$ cat src/rtl/sd_pkg.sv
// -----------------------------------------------------------------------------
// sd_pkg
// Shared definitions for the SD card engines (init, sector read, read
// scheduler): state encodings, picture layout constants and the helper that
// turns a picture index into its starting sector.
// -----------------------------------------------------------------------------
package sd_pkg;

    // Read scheduler states; the encoding is exported on the debug port.
    typedef enum logic [2:0] {
        ST_WAIT_INIT = 3'd0,
        ST_IDLE      = 3'd1,
        ST_ISSUE     = 3'd2,
        ST_WAIT      = 3'd3,
        ST_GAP       = 3'd4,
        ST_THROTTLE  = 3'd5,
        ST_ERR       = 3'd6
    } sd_state_e;

    // Start sector of picture 0 on the card.
    localparam logic [31:0] SD_SADDR   = 32'd197184;
    // Sectors per picture: 1024 x 768 x 2 bytes / 512 bytes per sector.
    localparam logic [11:0] SD_SEC_LEN = 12'd3072;
    // Number of pictures stored back to back.
    localparam int          SD_PIC_NUM = 4;

    // First sector of picture `sel`. The scheduler always calls this with
    // constant saddr/sec_len, so the multiply folds into a small constant mux.
    function automatic logic [31:0] sd_pic_base(
        input logic [31:0] saddr,
        input logic [11:0] sec_len,
        input logic [1:0]  sel
    );
        logic [31:0] w_prod;
        w_prod = {30'd0, sel} * {20'd0, sec_len};
        return saddr + w_prod;
    endfunction

endpackage

$ cat src/rtl/sd_read_scheduler.sv
// -----------------------------------------------------------------------------
// sd_read_scheduler
// Sequences the sector reads that move one stored picture from the SD card
// into the DDR write FIFO. After the init engine reports done it owns the SPI
// lines (through the sector-read engine), issues one sector request at a time,
// waits for the sector to complete (with a timeout), leaves SD_cs high for a
// short gap between sectors and backs off while the downstream FIFO is almost
// full.
//
// Ports
//   SD_clk, rst             clock, asynchronous active-high reset
//   init_done               init engine finished (level); falling aborts
//   init_cs, init_datain    SPI drive from the init engine
//   rd_cs, rd_datain        SPI drive from the sector-read engine
//   SD_cs, SD_datain        registered, muxed SPI drive to the card
//   pic_req, pic_sel        one-cycle request to load picture pic_sel
//   fifo_afull              downstream FIFO almost full (throttle)
//   sec_req, sec_addr       one-cycle sector request and its address
//   sec_done                one-cycle pulse: sector delivered
//   busy                    picture transfer in progress
//   pic_done                one-cycle pulse: last sector of picture done
//   err                     sticky sector-timeout flag
//   state                   current FSM state (debug)
// -----------------------------------------------------------------------------
module sd_read_scheduler
    import sd_pkg::*;
#(
    parameter logic [31:0] SADDR   = SD_SADDR,
    parameter logic [11:0] SEC_LEN = SD_SEC_LEN,
    parameter int          PIC_NUM = SD_PIC_NUM,
    parameter int          GAP_CYC = 16,
    parameter logic [15:0] TMO_CYC = 16'd65535
) (
    input  logic        SD_clk,
    input  logic        rst,
    input  logic        init_done,
    input  logic        init_cs,
    input  logic        init_datain,
    input  logic        rd_cs,
    input  logic        rd_datain,
    output logic        SD_cs,
    output logic        SD_datain,
    input  logic        pic_req,
    input  logic [1:0]  pic_sel,
    input  logic        fifo_afull,
    output logic        sec_req,
    output logic [31:0] sec_addr,
    input  logic        sec_done,
    output logic        busy,
    output logic        pic_done,
    output logic        err,
    output logic [2:0]  state
);

    localparam logic [31:0] PIC_NUM_U = 32'(PIC_NUM);
    localparam logic [15:0] GAP_LAST  = 16'(GAP_CYC - 1);
    localparam logic [15:0] TMO_LAST  = TMO_CYC - 16'd1;
    localparam logic [11:0] SEC_LAST  = SEC_LEN - 12'd1;

    // Registered state and outputs
    sd_state_e   r_state;
    logic        r_sd_cs;
    logic        r_sd_datain;
    logic        r_sec_req;
    logic [31:0] r_sec_addr;
    logic [11:0] r_sec_cnt;
    logic [15:0] r_tmo_cnt;
    logic [15:0] r_gap_cnt;
    logic        r_busy;
    logic        r_pic_done;
    logic        r_err;

    // Next-state values
    sd_state_e   w_state_nxt;
    logic        w_sd_cs_nxt;
    logic        w_sd_datain_nxt;
    logic        w_sec_req_nxt;
    logic [31:0] w_sec_addr_nxt;
    logic [11:0] w_sec_cnt_nxt;
    logic [15:0] w_tmo_cnt_nxt;
    logic [15:0] w_gap_cnt_nxt;
    logic        w_busy_nxt;
    logic        w_pic_done_nxt;
    logic        w_err_nxt;

    logic        w_sel_ok;
    logic        w_abort;

    assign w_sel_ok = ({30'd0, pic_sel} < PIC_NUM_U);

    // Losing init_done drops back to WAIT_INIT from any working state. ERR is
    // excluded so a timeout stays latched until reset.
    assign w_abort = !init_done && (r_state != ST_WAIT_INIT) && (r_state != ST_ERR);

    // Next-state and next-output logic of the scheduler FSM
    always_comb begin
        w_state_nxt    = r_state;
        w_sec_req_nxt  = 1'b0;
        w_sec_addr_nxt = r_sec_addr;
        w_sec_cnt_nxt  = r_sec_cnt;
        w_tmo_cnt_nxt  = r_tmo_cnt;
        w_gap_cnt_nxt  = r_gap_cnt;
        w_busy_nxt     = r_busy;
        w_pic_done_nxt = 1'b0;
        w_err_nxt      = r_err;

        if (w_abort) begin
            // Current picture is discarded; no pic_done.
            w_state_nxt = ST_WAIT_INIT;
            w_busy_nxt  = 1'b0;
        end else begin
            case (r_state)
                ST_WAIT_INIT: begin
                    if (init_done) begin
                        w_state_nxt = ST_IDLE;
                    end else begin
                        w_state_nxt = ST_WAIT_INIT;
                    end
                end

                ST_IDLE: begin
                    if (pic_req && w_sel_ok) begin
                        w_sec_addr_nxt = sd_pic_base(SADDR, SEC_LEN, pic_sel);
                        w_sec_cnt_nxt  = 12'd0;
                        w_busy_nxt     = 1'b1;
                        w_state_nxt    = ST_ISSUE;
                    end else begin
                        w_state_nxt = ST_IDLE;
                    end
                end

                ST_ISSUE: begin
                    if (fifo_afull) begin
                        w_state_nxt = ST_THROTTLE;
                    end else begin
                        w_sec_req_nxt = 1'b1;
                        w_tmo_cnt_nxt = 16'd0;
                        w_state_nxt   = ST_WAIT;
                    end
                end

                ST_THROTTLE: begin
                    if (!fifo_afull) begin
                        w_state_nxt = ST_ISSUE;
                    end else begin
                        w_state_nxt = ST_THROTTLE;
                    end
                end

                ST_WAIT: begin
                    // sec_done is checked first so it wins over a timeout
                    // reached in the same cycle.
                    if (sec_done) begin
                        w_gap_cnt_nxt = 16'd0;
                        w_state_nxt   = ST_GAP;
                    end else if (r_tmo_cnt == TMO_LAST) begin
                        w_err_nxt   = 1'b1;
                        w_busy_nxt  = 1'b0;
                        w_state_nxt = ST_ERR;
                    end else begin
                        w_tmo_cnt_nxt = r_tmo_cnt + 16'd1;
                    end
                end

                ST_GAP: begin
                    if (r_gap_cnt != GAP_LAST) begin
                        w_gap_cnt_nxt = r_gap_cnt + 16'd1;
                    end else if (r_sec_cnt == SEC_LAST) begin
                        w_pic_done_nxt = 1'b1;
                        w_busy_nxt     = 1'b0;
                        w_state_nxt    = ST_IDLE;
                    end else begin
                        w_sec_addr_nxt = r_sec_addr + 32'd1;
                        w_sec_cnt_nxt  = r_sec_cnt + 12'd1;
                        w_state_nxt    = ST_ISSUE;
                    end
                end

                ST_ERR: begin
                    w_state_nxt = ST_ERR;
                end

                default: begin
                    w_state_nxt = ST_WAIT_INIT;
                    w_busy_nxt  = 1'b0;
                end
            endcase
        end
    end

    // SPI mux, keyed on the next state so the registered lines line up with
    // the registered state (SD_cs is already high in the first GAP cycle).
    always_comb begin
        w_sd_cs_nxt     = 1'b1;
        w_sd_datain_nxt = 1'b1;
        case (w_state_nxt)
            ST_WAIT_INIT: begin
                w_sd_cs_nxt     = init_cs;
                w_sd_datain_nxt = init_datain;
            end
            ST_GAP, ST_ERR: begin
                w_sd_cs_nxt     = 1'b1;
                w_sd_datain_nxt = 1'b1;
            end
            default: begin
                w_sd_cs_nxt     = rd_cs;
                w_sd_datain_nxt = rd_datain;
            end
        endcase
    end

    // State, counters and output registers
    always_ff @(posedge SD_clk or posedge rst) begin
        if (rst) begin
            r_state     <= ST_WAIT_INIT;
            r_sd_cs     <= 1'b1;
            r_sd_datain <= 1'b1;
            r_sec_req   <= 1'b0;
            r_sec_addr  <= SADDR;
            r_sec_cnt   <= 12'd0;
            r_tmo_cnt   <= 16'd0;
            r_gap_cnt   <= 16'd0;
            r_busy      <= 1'b0;
            r_pic_done  <= 1'b0;
            r_err       <= 1'b0;
        end else begin
            r_state     <= w_state_nxt;
            r_sd_cs     <= w_sd_cs_nxt;
            r_sd_datain <= w_sd_datain_nxt;
            r_sec_req   <= w_sec_req_nxt;
            r_sec_addr  <= w_sec_addr_nxt;
            r_sec_cnt   <= w_sec_cnt_nxt;
            r_tmo_cnt   <= w_tmo_cnt_nxt;
            r_gap_cnt   <= w_gap_cnt_nxt;
            r_busy      <= w_busy_nxt;
            r_pic_done  <= w_pic_done_nxt;
            r_err       <= w_err_nxt;
        end
    end

    assign SD_cs     = r_sd_cs;
    assign SD_datain = r_sd_datain;
    assign sec_req   = r_sec_req;
    assign sec_addr  = r_sec_addr;
    assign busy      = r_busy;
    assign pic_done  = r_pic_done;
    assign err       = r_err;
    assign state     = r_state;

endmodule
$ cat config.mk
export PLATFORM = sky130hd
export DESIGN_NAME = sd_read_scheduler
export DESIGN_NICKNAME = d
export VERILOG_FILES = /design/src/rtl/sd_pkg.sv /design/src/rtl/sd_read_scheduler.sv
export SDC_FILE = /design/constraint.sdc
export NUM_CORES = 1
export LEC_CHECK = 0
export ABC_AREA = 1
export BUFFER_PORTS_ARGS = -buffer_cell sky130_fd_sc_hd__buf_2
export CAP_MARGIN = 20
export CORE_MARGIN = 1.5
export CORE_UTILIZATION = 60
export DETAILED_ROUTE_END_ITERATION = 8
export PLACE_DENSITY = 0.81
export SYNTH_ARGS = -nofsm -noshare
export SYNTH_HDL_FRONTEND = slang
export SYNTH_SLANG_ARGS = --single-unit
$ cat constraint.sdc
create_clock -name SD_clk -period 3 [get_ports SD_clk]
set_input_delay 0.3 -clock SD_clk [delete_from_list [all_inputs] [get_ports SD_clk]]
set_output_delay 0.3 -clock SD_clk [all_outputs]
set_load 0.05 [all_outputs]
==> results of run 1 <==
-- logic make-up after synthesis --
| family | after synthesis |
|---|---|
| AO/OA/AOI/OAI | 96 |
| flip-flops | 85 |
| XOR/XNOR | 23 |
| AND/OR/NAND/NOR | 436 |
| buffers and inverters | 104 |
| adder cells (fa/ha/maj) | 7 |
-- how the worst min path moves through the flow --
stage / startpoint / end / slack [ps] / cells after the start
after floorplan: rd_cs / SD_cs$_DFF_PP1_ / 400 / 2
after global placement: busy$_DFFE_PP0P_ / busy$_DFFE_PP0P_ / 460 / 2
after detailed placement: rst / sec_addr[4]$_DFFE_PP0P_ / 480 / 2
after CTS: rst / sec_addr[3]$_DFFE_PP0P_ / 110 / 2
after global routing: rst / sec_addr[3]$_DFFE_PP0P_ / 140 / 2
final: rst / sec_addr[0]$_DFFE_PP0P_ / 80 / 2
-- cell usage after synthesis (all sizes together) --
cell / count / area share
o21ai: 57 / 0.054
nor3: 31 / 0.031
dfstp: 6 / 0.029
xnor2: 5 / 0.0082
o21bai: 2 / 0.0028
nor2: 90 / 0.063
ha: 7 / 0.016
nand3b: 6 / 0.0084
buf: 17 / 0.020
dfrtp: 79 / 0.37
nand4: 41 / 0.048
a21oi: 14 / 0.017
nand2: 190 / 0.13
nor4: 2 / 0.0023
inv: 82 / 0.057
a31o: 1 / 0.0016
o31ai: 16 / 0.022
o22ai: 1 / 0.0012
o211ai: 2 / 0.0028
or2: 2 / 0.0023
clkbuf: 5 / 0.0035
nor3b: 2 / 0.0028
nand3: 71 / 0.069
a21o: 2 / 0.0028
a2bb2oi: 1 / 0.0016
and3: 1 / 0.0012
xor2: 18 / 0.029
-- cell type report --
| type | instances | area, um^2 | share of cell area |
|---|---|---|---|
| Clock buffer | 12 | 145 | 0.0245 |
| Clock inverter | 4 | 95.1 | 0.0160 |
| Inverter | 82 | 309 | 0.0521 |
| Multi-Input combinational cell | 562 | 2800 | 0.472 |
| Sequential cell | 85 | 2130 | 0.360 |
| Tap cell | 108 | 135 | 0.0228 |
| Timing Repair Buffer | 59 | 313 | 0.0528 |
-- where the power goes --
group / switching [mW] / leakage (nW) / internal, mW
Combinational: 1.02 / 1.43 / 0.326
Sequential: 0.203 / 1.15 / 1.33
Clock: 0.411 / 0.121 / 0.576
-- flip-flops by register name, indices dropped and copies added, names as in the netlist --
signal     flops
r_tmo_cnt     16
err            1
SD_datain      1
SD_cs          1
pic_done       1
r_sec_cnt     12
busy           1
state          3
r_gap_cnt     16
sec_addr      32
sec_req        1
-- metal layers --
metal	GRT usage	share of wire	vias to the layer above
met1	0.418	0.45	2417
met3	0.0460	0.072	27
met2	0.447	0.46	209
met4	0.0802	0.014	0
met5	0	0	-
li1	-	-	2603
-- through the flow --
stage | instances | hold WS (ps) | utilization | total power [mW] | setup WS [ps]
after floorplan | 751 | 396 | - | 2.60 | 516
after global placement | 896 | 463 | 0.656 | 2.85 | 783
after detailed placement | 896 | 481 | 0.656 | 2.89 | 668
after CTS | 912 | 107 | 0.683 | 3.87 | 655
after global routing | 912 | 143 | 0.683 | 4.10 | 388
final | 912 | 77.7 | 0.683 | 3.87 | 639
==> qor.csv, run 1 <==
metric,value,unit
status,finished clean,
DRC viols,0,
WP buf/inv,1,
slowest CP cell,dfrtp_1,
Reg-to-Reg Start,state[0]$_DFF_PP0_,
crit path capture,r_gap_cnt[7]$_DFFE_PP0P_,
Initial Util,0.618,
Worst Path Max Fanout,17,
startpoint types,flip-flop,
CTS tree,done,
n_diodes,0,
Final Skew,7.85,ps
DP Area,5690,um^2
clock sink count,85,
net count after synthesis,770,
total grt overflow,0,
register area share after synthesis,0.398,
simple-gate share of the synthesized area,0.361,
Die Span X,97.6,um
most frequent CP cell,nand2_1,
post-synthesis compound-gate area fraction,0.106,
Max Fclk,424,MHz
largest net degree at the start of global routing,49,
Synth Instances,751,
worst-case clock buffer depth,2,
Vias/cell,5.76,
fillcell total,744,
Synth Area per Inst,7.14,um^2
Worst-path clk slew,80,ps
r2r endpoint,r_gap_cnt[7]$_DFFE_PP0P_,
FF-to-FF path depth,6,
first-pass GRT wire length,22.4,mm
largest family of logic cells by synthesized area,simple AND/OR/NAND/NOR gates,
Critical Path Stages,6,
worst IR drop on VDD,0.434,mV
row count,34,
fraction of synthesized cell area in xor and xnor cells,0.0376,
"Net count, final",818,
fin crit period,2360,ps
Initial DRC Count,434,
via count,5256,
"Hold Vio Cnt, Final",0,
Core Region,8680,um^2
hpwl dp,9.79,mm
# IOs,53,
share of cells above drive strength 1,0.118,
initial antenna violation count,0,
die height,97.6,um
CP peak stage delay,540,ps
worst slew pin tran,838,ps
Area Growth Syn to Fin,10.5,%
Adder-Cell Fraction of Synth Area,0.0163,
Cell variety after synth,37,
Num CTS Buffers,9,
vias in the first global route,4784,
critical path startpoint,state[0]$_DFF_PP0_,
DR pass1 iterations,6,
CTS Hold Bufs,0,
Global Route Usage Sum,0.288,
"commonest non-fill, non-tap cell in the layout",nand2_1,
critical path arrival,2610,ps
CP Capture Type,flip-flop,
RSZ-0062 raised after global routing,false,
post-CTS setup buffer count,0,
final setup TNS,0,ps
DR WL/cell,14.8,um
worst reg-to-reg setup slack,640,ps
post-route cell area,5930,um^2
multiplexer area fraction after synthesis,0,
WP data required,3250,ps
post-route antenna net violation count,0,
H-Tree Depth,3,
synth warn,0,
Max transition margin,0.441,
Leak,2.71,nW
Worst Hold Class,in -> async,
pwr dens,652,nW/um^2
root buffer cell,clkbuf_8,
I/O Buffers,52,
crit path cell chain,"nand3_1, inv_1, nand2_1, a21oi_4, nand2_1, and3_1",
final cycle utilization of the critical path,0.787,
Post-Syn Area,5360,um^2
final setup vio count,0,
Max-Cap Viols,0,
Resized cells post-CTS,0,
Max Slew Vio Count,0,
Post-Route WL,13.5,mm
most frequent cells in the layout,"189 x nand2_1, 89 x nor2_1, 79 x dfrtp_1",
DIE AREA,9520,um^2
placer congestion estimate,0.981,
Skew-Pair Late Insertion Delay,360,ps
Top Family by Delay on Critical Path,simple AND/OR/NAND/NOR gates,
Synth Register Bits,85,
type of the worst setup path,reg -> reg,
No activity file was read; power rests on OpenSTA's default activity.
==> inputs of run 2 (changes only) <==
- clock period: 3 -> 2.25 ns (I/O delays scaled with it)
==> run 2 against run 1 <==
Effect of this change:
- critical path depth up 4
- fmax up 17%
- count of clock-buffer cells in the layout down 1
- highest routed layer unchanged
- via count up 1.9%
- the flow now finishes with violations (negative hold slack)
- non-clock buffer count up 6
==> qor.csv, run 2 (same netlist as run 1, synthesis figures left out) <==
metric,value,unit
startpoint types,flip-flop,
WP buf/inv,3,
Area Growth Syn to Fin,11.8,%
RSZ-0062 raised after global routing,false,
first-pass GRT wire length,23.6,mm
final setup TNS,0,ps
final setup vio count,0,
CP Capture Type,flip-flop,
initial antenna violation count,0,
Top Family by Delay on Critical Path,simple AND/OR/NAND/NOR gates,
post-CTS setup buffer count,0,
Final Skew,10.0,ps
Die Span X,97.6,um
final hold slack,-26.2,ps
fin crit period,2010,ps
DR WL/cell,15.1,um
Initial DRC Count,453,
Worst-path clk slew,90,ps
Max Fclk,497,MHz
Worst Hold Class,in -> async,
Core Region,8680,um^2
vias in the first global route,5132,
total grt overflow,0,
share of cells above drive strength 1,0.127,
die height,97.6,um
final cycle utilization of the critical path,0.894,
post-route cell area,5990,um^2
critical path arrival,2260,ps
Max transition margin,0.686,
post-route antenna net violation count,0,
DR pass1 iterations,6,
Inst Count DP,902,
DP Area,5760,um^2
max FFs per register,32,
H-Tree Depth,3,
Skew-Pair Late Insertion Delay,360,ps
Sequential cell area,2130,um^2
row count,34,
Initial Util,0.618,
"Net count, final",824,
Worst Path Max Fanout,15,
slowest CP cell,dfrtp_1,
via count,5356,
root buffer cell,clkbuf_8,
n_diodes,0,
"Hold Vio Cnt, Final",23,
fillcell total,752,
CP peak stage delay,510,ps
Post-Route WL,13.8,mm
"commonest non-fill, non-tap cell in the layout",nand2_1,
CTS tree,done,
Num CTS Buffers,9,
# IOs,53,
DIE AREA,9520,um^2
Multi-input gate area,2800,um^2
most frequent cells in the layout,"189 x nand2_1, 89 x nor2_1, 79 x dfrtp_1",
violated checks,negative hold slack,
Max Slew Vio Count,0,
worst IR drop on VDD,0.498,mV
status,"finished, violations left",
crit path cell chain,"inv_2, nand3_1, nand3_4, nand3_1, inv_1, nand2_1, inv_1, nand2_1, nor2_1, a21oi_1",
worst-case clock buffer depth,2,
I/O Buffers,52,
pwr dens,861,nW/um^2
Resized cells post-CTS,0,
DRC viols,0,
Max-Cap Viols,0,
Global Route Usage Sum,0.301,
placer congestion estimate,0.894,
type of the worst setup path,reg -> reg,
worst slew pin tran,467,ps
hpwl dp,10.1,mm
Vias/cell,5.83,
CTS Hold Bufs,0,
final cell count without fillers,918,
Leak,2.74,nW
clock sink count,85,
WP data required,2490,ps
largest net degree at the start of global routing,86,
[run 2: changes by cell type in the layout (fill, tap and decap cells not counted)]
cell / change
inv_6: +1
clkinvlp_4: +2
clkbuf_8: +1
bufinv_16: -1
clkbuf_1: -2
clkinv_2: -1
buf_12: +2
buf_4: +4
[run 2: per-stage QoR]
step,setup slack (ps),power [mW],utilization
2_1_floorplan,279,3.46,-
4_1_cts,251,5.18,0.691
5_1_grt,43.6,5.46,0.691
3_3_place_gp,360,3.85,0.664
3_5_place_dp,241,3.91,0.664
6_report,238,5.16,0.691
[run 2: power by group]
group / switching, mW / internal [mW]
logic: 1.36 / 0.484
registers: 0.274 / 1.78
clock network: 0.574 / 0.689
total: 2.21 / 2.95
[run 2: final timing paths]
path	from	to	slack, ps	cells after the start
worst max-delay path	state[0]$_DFF_PP0_	r_tmo_cnt[4]$_DFFE_PP0P_	240	10
worst min-delay path	rst	sec_addr[2]$_DFFE_PP0P_	-30	3
worst max register to register	state[0]$_DFF_PP0_	r_tmo_cnt[4]$_DFFE_PP0P_	240	10
worst min register to register	r_tmo_cnt[3]$_DFFE_PP0P_	r_tmo_cnt[3]$_DFFE_PP0P_	500	1
max in group asynchronous	rst	SD_datain$_DFF_PP1_	1880	3
min in group SD_clk	rd_datain	SD_datain$_DFF_PP1_	60	3
[run 2: layout make-up]
class,instances,share of cell area
Inverter,82,0.0520
Multi-Input combinational cell,562,0.467
Clock buffer,11,0.0253
Tap cell,108,0.0225
Clock inverter,5,0.0136
Timing Repair Buffer,65,0.0639
Sequential cell,85,0.356
[run 2: tightest hold or removal path, delay by kind of cell]
| kind | cells | cell delay (ps) |
|---|---|---|
| buffers and inverters | 3 | 540 |
[run 2: layer usage]
| metal | wire, um | vias to the layer above | GRT usage |
|---|---|---|---|
| li1 | - | 2605 | - |
| met3 | 960 | 31 | 0.0453 |
| met5 | 0 | - | 0 |
| met1 | 5940 | 2488 | 0.421 |
| met4 | 312 | 0 | 0.111 |
| met2 | 6610 | 232 | 0.476 |
==> inputs of run 3 (changes only) <==
- clock period: 2.25 -> 2.4 ns (I/O delays scaled with it)
==> run 3 against run 2 <==
Effect of this change:
- the run still ends with negative hold slack left
- hold slack got worse by 0.93 ps
- sequential power fell by 6%
- register-to-register slack barely moved
- fmax decreased by 6.6%
- count of clock-buffer cells in the layout rose by 1
- via count fell by 0.39%
- sequential share of layout area is 0.16 points higher
- wire length decreased by 1.7%
- final area shrank 0.46%
- non-clock buffer count unchanged
- core utilization shrank 0.32 points
- power shrank 7.5%
- highest routed layer unchanged
==> qor.csv, run 3 (same netlist as run 1, synthesis figures left out) <==
metric,value,unit
share of cells above drive strength 1,0.125,
WP data required,2650,ps
critical path arrival,2410,ps
CTS Hold Bufs,0,
placer congestion estimate,0.932,
Inst Count DP,902,
Post-Route WL,13.6,mm
most frequent cells in the layout,"189 x nand2_1, 89 x nor2_1, 79 x dfrtp_1",
slowest CP cell,dfrtp_1,
initial antenna violation count,0,
setup slack after layout,246,ps
status,"finished, violations left",
WP buf/inv,2,
DR pass1 iterations,6,
Max transition margin,0.612,
Max-Cap Viols,0,
startpoint types,flip-flop,
fillcell total,767,
DR WL/cell,14.8,um
type of the worst setup path,reg -> reg,
r2r endpoint,r_gap_cnt[7]$_DFFE_PP0P_,
total grt overflow,0,
first-pass GRT wire length,22.5,mm
Max Slew Vio Count,0,
Final Skew,16.8,ps
Leak,2.73,nW
post-CTS setup buffer count,0,
via count,5335,
worst slew pin tran,577,ps
Worst-path clk slew,100,ps
final setup vio count,0,
Global Route Usage Sum,0.288,
hpwl dp,10.0,mm
Top Family by Delay on Critical Path,simple AND/OR/NAND/NOR gates,
clock sink count,85,
Reg-to-Reg Start,state[1]$_DFF_PP0_,
Worst Hold Class,in -> async,
violated checks,negative hold slack,
n_diodes,0,
fin crit period,2150,ps
"worst slack, placed",290,ps
Initial DRC Count,341,
CP peak stage delay,560,ps
Max Fclk,464,MHz
DIE AREA,9520,um^2
"commonest non-fill, non-tap cell in the layout",nand2_1,
post-route antenna net violation count,0,
fin util,0.688,
Skew-Pair Late Insertion Delay,360,ps
"Net count, final",824,
largest net degree at the start of global routing,86,
max FFs per register,32,
DRC viols,0,
Area Growth Syn to Fin,11.2,%
root buffer cell,clkbuf_8,
Core Region,8680,um^2
Die Span X,97.6,um
Vias/cell,5.81,
"Hold Vio Cnt, Final",7,
CP Capture Type,flip-flop,
most frequent CP cell,nand3_1,
Resized cells post-CTS,0,
Num CTS Buffers,9,
vias in the first global route,4873,
worst IR drop on VDD,0.586,mV
post-route cell area,5970,um^2
die height,97.6,um
FF-to-FF path depth,7,
final cycle utilization of the critical path,0.897,
final cell count without fillers,918,
row count,34,
Worst Path Max Fanout,14,
DP Area,5750,um^2
final setup TNS,0,ps
overall power,4.78,mW
Initial Util,0.618,
I/O Buffers,52,
worst reg-to-reg setup slack,250,ps
final hold slack,-27.1,ps
# IOs,53,
RSZ-0062 raised after global routing,false,
pwr dens,800,nW/um^2
CTS tree,done,
worst-case clock buffer depth,2,
crit path cell chain,"nand3_1, inv_1, nand2_1, a21oi_4, buf_4, nand3_1, and3_1",
H-Tree Depth,3,
## run 3: final cells by class
type                       instances  area [um^2]  area share
multi-input combinational        562         2800       0.469
sequential                        85         2130       0.358
timing repair buffer              65          370      0.0621
inverter                          82          312      0.0522
clock buffer                      12          145      0.0243
tap                              108          135      0.0226
clock inverter                     4         72.6      0.0122
## run 3: worst max path at each step
stage / startpoint / to / slack, ps / cells after the start
final: state[1]$_DFF_PP0_ / r_gap_cnt[7]$_DFFE_PP0P_ / 250 / 7
after global routing: state[0]$_DFF_PP0_ / r_gap_cnt[7]$_DFFE_PP0P_ / 100 / 7
after CTS: state[0]$_DFF_PP0_ / r_gap_cnt[7]$_DFFE_PP0P_ / 260 / 7
after detailed placement: state[0]$_DFF_PP0_ / r_gap_cnt[7]$_DFFE_PP0P_ / 290 / 7
after global placement: state[0]$_DFF_PP0_ / r_gap_cnt[7]$_DFFE_PP0P_ / 390 / 7
after floorplan: state[1]$_DFF_PP0_ / r_tmo_cnt[3]$_DFFE_PP0P_ / 430 / 10
## run 3: worst min-delay path: stages
cell,delay [ps]
buf_2,110
clkinvlp_4,70
buf_12,360
## run 3: per-layer routing
metal,GRT usage,routed length [um],up-vias
met5,0,0,-
met4,0.113,252,0
met3,0.0403,721,26
met2,0.446,6350,181
met1,0.412,6260,2519
li1,-,-,2609
## run 3: where the power goes
group / switching [mW] / leakage, nW / internal [mW] / total (mW)
clock: 0.516 / 0.107 / 0.615 / 1.13
combinational: 1.28 / 1.46 / 0.439 / 1.72
sequential: 0.259 / 1.15 / 1.67 / 1.93
total: 2.05 / 2.73 / 2.72 / 4.78
